[src/rtl/clk_gen.sv]
// ---------------------------------------------------------------------------
// clk_gen -- programmable clock generator / divider
//
// Produces a registered, glitch-free divided clock gen_clk from clk, together
// with one-cycle rise/fall strobes for logic that stays in the clk domain.
// gen_clk is high for ceil(N/2) cycles and low for the remaining N-ceil(N/2)
// cycles of every N-cycle period.
//
// Ports:
//   clk       in   system clock, rising edge only
//   reset     in   asynchronous, active-low reset
//   en        in   run enable; sampled at start and at every period boundary
//   div       in   requested division ratio N (0 and 1 are treated as 2)
//   div_load  in   captures div into the pending-ratio register
//   gen_clk   out  generated clock, straight from a flop
//   gen_rise  out  high in the cycle gen_clk first reads 1
//   gen_fall  out  high in the cycle gen_clk first reads 0
//   running   out  high while a generated period is in progress
// ---------------------------------------------------------------------------
module clk_gen #(
    parameter int DIV_WIDTH   = 8,
    parameter int DEFAULT_DIV = 2
) (
    input  logic                 clk,
    input  logic                 reset,
    input  logic                 en,
    input  logic [DIV_WIDTH-1:0] div,
    input  logic                 div_load,
    output logic                 gen_clk,
    output logic                 gen_rise,
    output logic                 gen_fall,
    output logic                 running
);

    localparam logic [DIV_WIDTH-1:0] DEF_RATIO = DIV_WIDTH'(DEFAULT_DIV);
    localparam logic [DIV_WIDTH-1:0] MIN_RATIO = DIV_WIDTH'(2);

    typedef enum logic {
        IDLE = 1'b0,
        RUN  = 1'b1
    } state_t;

    state_t               state;
    logic [DIV_WIDTH-1:0] cnt;
    logic [DIV_WIDTH-1:0] ratio;     // active N, only changes at a boundary
    logic [DIV_WIDTH-1:0] pending;   // last loaded N, waiting for a boundary
    logic [DIV_WIDTH-1:0] div_clamped;
    logic [DIV_WIDTH:0]   high_len;  // ceil(N/2); one extra bit for N+1
    logic [DIV_WIDTH:0]   cnt_inc;
    logic                 wrap;
    logic                 clk_nxt;

    // Ratios below 2 cannot produce both a high and a low phase.
    assign div_clamped = (div < MIN_RATIO) ? MIN_RATIO : div;

    assign high_len = ({1'b0, ratio} + (DIV_WIDTH+1)'(1)) >> 1;
    assign cnt_inc  = {1'b0, cnt} + (DIV_WIDTH+1)'(1);
    assign wrap     = (cnt == ratio - DIV_WIDTH'(1));

    // Next gen_clk value. The strobes are derived from this and the current
    // flop so that they line up with the cycle the new level appears.
    always_comb begin
        clk_nxt = 1'b0;
        case (state)
            IDLE: clk_nxt = en;
            RUN:  clk_nxt = wrap ? en : (cnt_inc < high_len);
            default: clk_nxt = 1'b0;
        endcase
    end

    always_ff @(posedge clk or negedge reset) begin
        if (!reset) begin
            state    <= IDLE;
            cnt      <= '0;
            ratio    <= DEF_RATIO;
            pending  <= DEF_RATIO;
            gen_clk  <= 1'b0;
            gen_rise <= 1'b0;
            gen_fall <= 1'b0;
            running  <= 1'b0;
        end else begin
            // The boundary below reads the old pending value, so a load on
            // the boundary edge lands in the period after the next one.
            if (div_load)
                pending <= div_clamped;

            gen_clk  <= clk_nxt;
            gen_rise <= clk_nxt & ~gen_clk;
            gen_fall <= ~clk_nxt & gen_clk;

            case (state)
                IDLE: begin
                    cnt <= '0;
                    if (en) begin
                        state   <= RUN;
                        running <= 1'b1;
                        ratio   <= pending;
                    end
                end
                RUN: begin
                    if (wrap) begin
                        cnt <= '0;
                        if (en) begin
                            ratio <= pending;
                        end else begin
                            // Period finished cleanly; gen_clk is already low.
                            state   <= IDLE;
                            running <= 1'b0;
                        end
                    end else begin
                        cnt <= cnt_inc[DIV_WIDTH-1:0];
                    end
                end
                default: begin
                    state   <= IDLE;
                    running <= 1'b0;
                    cnt     <= '0;
                end
            endcase
        end
    end

endmodule

[config.mk]
export PLATFORM = sky130hd
export DESIGN_NAME = clk_gen
export DESIGN_NICKNAME = d
export VERILOG_FILES = /design/src/rtl/clk_gen.sv
export SDC_FILE = /design/constraint.sdc
export NUM_CORES = 1
export LEC_CHECK = 0
export CAP_MARGIN = 15
export CORE_UTILIZATION = 45
export CTS_CLUSTER_DIAMETER = 60
export DETAILED_ROUTE_END_ITERATION = 8
export GPL_ROUTABILITY_DRIVEN = 0
export PLACE_DENSITY = 0.65
export SYNTH_ARGS = -nofsm -noshare
export SYNTH_HDL_FRONTEND = slang
export SYNTH_SLANG_ARGS = --single-unit
export TNS_END_PERCENT = 10
[constraint.sdc]
create_clock -name clk -period 3 [get_ports clk]
set_clock_uncertainty 0.1 [all_clocks]
set_input_delay 0.6 -clock clk [delete_from_list [all_inputs] [get_ports clk]]
set_output_delay 0.6 -clock clk [all_outputs]
set_load 0.005 [all_outputs]
==> impl_metrics.toml <==
[outcome]
status = "complete, no violations"

[yosys]
syn_area_per_cell_sq_um = 11.2
ys_seq_area_frac = 0.423
synth_cells = 154
ys_top_cells_by_area = "dfrtp_1 (39%), mux2_2 (7.8%), ha_1 (7.3%), xor2_1 (6.1%), xnor2_1 (4.6%)"
synth_top_area_frac = 0.392
synthesis.area_sq_mm = 0.00172
yosysTopAreaCell = "dfrtp_1"
synthFlopType = "dfrtp_1"
yosysUniqueCellTypes = 46
yosys_warnings = 0
syn_nets = 176
synth.most_common_cell = "dfrtp_1"
yosys-top-cells-count = "dfrtp_1 (27), mux2_2 (12), xor2_1 (12), ha_1 (10), xnor2_1 (9)"
synth_seq_cells = 29
synthArstFlopShare = 1.00
synth-edff-count = 0

[global_route]
gr-total-overflow = 0
antenna_found_initial = 0
track_usage = 0.186
grt_pass1_vias = 1192
grt_pass1_wl_um = 5660
grt_max_degree = 30

[timing]
post-route-min-period_ns = 2.71
setup_viol = 0
slew_headroom = 0.706
hold_viol = 0
worstMarginPinSlew_ns = 0.435
grt_setup_unrepaired = "no"
whs_ns = 0.357
fmax_mhz = 368
fin_tns_setup_ns = 0
drv_slew = 0
finalCritPeriodShare = 0.905

[power_and_ir_drop]
power_leakage_uw = 0.000882
peakVddDrop_v = 0.000597
power_density_mw_per_mm2 = 1040
power_uw = 2120

[finish]
seq_area_sq_um = 728
n_antenna_cell = 0
drive_gt1_frac = 0.209
syn_to_final_growth_pct = 18.6
nFillCells = 321
multi_input_area_sq_um = 928
fin_area_sq_mm = 0.00204
fin_nets = 193

[clocking]
cts_setup_buffers = 0
cts.clk_slew.worst_paths_ns = 0.06
hold_buffers = 0
cts_buffers = 5
ctsResizeCount = 0
cts.sinks = 29
root_buffer = "clkbuf_8"
tritoncts = "yes"
worst_skew_pair.late_latency_ns = 0.28
cts_buffer_depth = 2
htreeDepth = 2

[route]
drtPass1Iterations = 4
drc = 0
wire_per_inst_um = 14.7
wl_um = 3230
via_count = 1177
ant_nets = 0
first_iter_violations = 27
via_per_inst = 5.35

[critical_path]
endpoint_kind = "register"
required_ns = 3.12
cp-start-kind = "register"
crit_type = "register to register"
arrival_ns = 2.83
crit_fanout = 10

[worst_hold_path]
hold_path_class = "register to register"

[die]
die_width_um = 63.9
initial_core_util = 0.471
pin_count = 16
coreArea_sq_mm = 0.00366
die_area_sq_mm = 0.00408
die_h_um = 63.9
floorplan.rows = 22

[place]
io_buffer_count = 15
hpwl_um = 2470
place_area_sq_mm = 0.00192

[job]
cap_violations = 0
[flip-flops by register name (all words and copies together), names as in the netlist]
register,cells
state,1
ratio,8
cnt,8
pending,8
running,1
gen_clk,1
gen_fall,1
gen_rise,1
[layout make-up]
cell class                      instances  share of cell area
Clock buffer                            6              0.0404
Clock inverter                          2              0.0184
Inverter                                7              0.0129
Multi-Input combinational cell        109               0.454
Sequential cell                        29               0.356
Tap cell                               48              0.0294
Timing Repair Buffer                   19              0.0882
[path summary, 6_finish.rpt]
path	start	to	slack, ns	cells after the start
max	ratio[2]$_DFFE_PN0P_	gen_fall$_DFF_PN0_	0.29	7
min	gen_clk$_DFF_PN0_	gen_rise$_DFF_PN0_	0.36	1
max reg2reg	ratio[2]$_DFFE_PN0P_	gen_fall$_DFF_PN0_	0.29	7
min reg2reg	gen_clk$_DFF_PN0_	gen_rise$_DFF_PN0_	0.36	1
max in group asynchronous	reset	pending[1]$_DFFE_PN1P_	1.88	2
min in group asynchronous	reset	ratio[7]$_DFFE_PN0P_	0.59	2
[cells by family (layout without fill, tap and decap cells)]
logic type | after synthesis | after routing | synth area share
adder cells (fa/ha/maj) | 10 | 10 | 0.0726
AND/OR/NAND/NOR | 44 | 44 | 0.152
buffers and inverters | 16 | 34 | 0.0385
flip-flops | 29 | 29 | 0.423
AO/OA/AOI/OAI | 19 | 19 | 0.111
multiplexers | 15 | 15 | 0.0966
XOR/XNOR | 21 | 21 | 0.107
[metrics by stage]
stage / util / setup slack [ns] / instances
2_1_floorplan: - / 0.404 / 154
3_3_place_gp: 0.525 / 0.340 / 212
3_5_place_dp: 0.525 / 0.268 / 212
4_1_cts: 0.558 / 0.260 / 220
5_1_grt: 0.558 / 0.0673 / 220
6_report: 0.558 / 0.285 / 220
[report_power, final]
part           leakage, uW  internal, uW  switching, uW
registers         0.000348           532            189
clock network    0.0000574           270            151
logic             0.000477           513            469
total             0.000882          1320            809
[cell usage in the layout, fill, tap and decap left out, types with 2 or more instances in the layout]
cell,synthesis,layout
and3_1,2,2
nor3_1,2,2
inv_1,7,7
dfstp_2,2,2
nor2_1,7,7
nand4_1,2,2
buf_4,1,4
nand2b_1,4,4
clkdlybuf4s50_1,0,15
clkbuf_8,0,6
xnor2_1,9,9
ha_1,10,10
a21o_1,3,3
dfrtp_1,27,27
xor2_1,12,12
nand2_1,3,3
nor2b_1,6,6
mux2_2,12,12
or3b_2,2,2
nand3_1,7,7
and2_1,3,3
mux2i_1,2,2
[routing by layer]
layer,global-route usage,up-vias,wire [um]
met3,0.0429,5,99
met1,0.238,582,1510
met2,0.305,16,1590
met4,0.0682,0,37
li1,-,574,-
met5,0,-,0
[worst max-delay path, stage by stage, from the launching register on]
cell     delay, ns
dfrtp_1       0.49
or4_4         0.56
nor4_2        0.31
nor3_2        0.10
o41ai_4       0.42
buf_4         0.25
mux2i_1       0.27
and2_1        0.16
No activity file was read; power rests on OpenSTA's default activity.
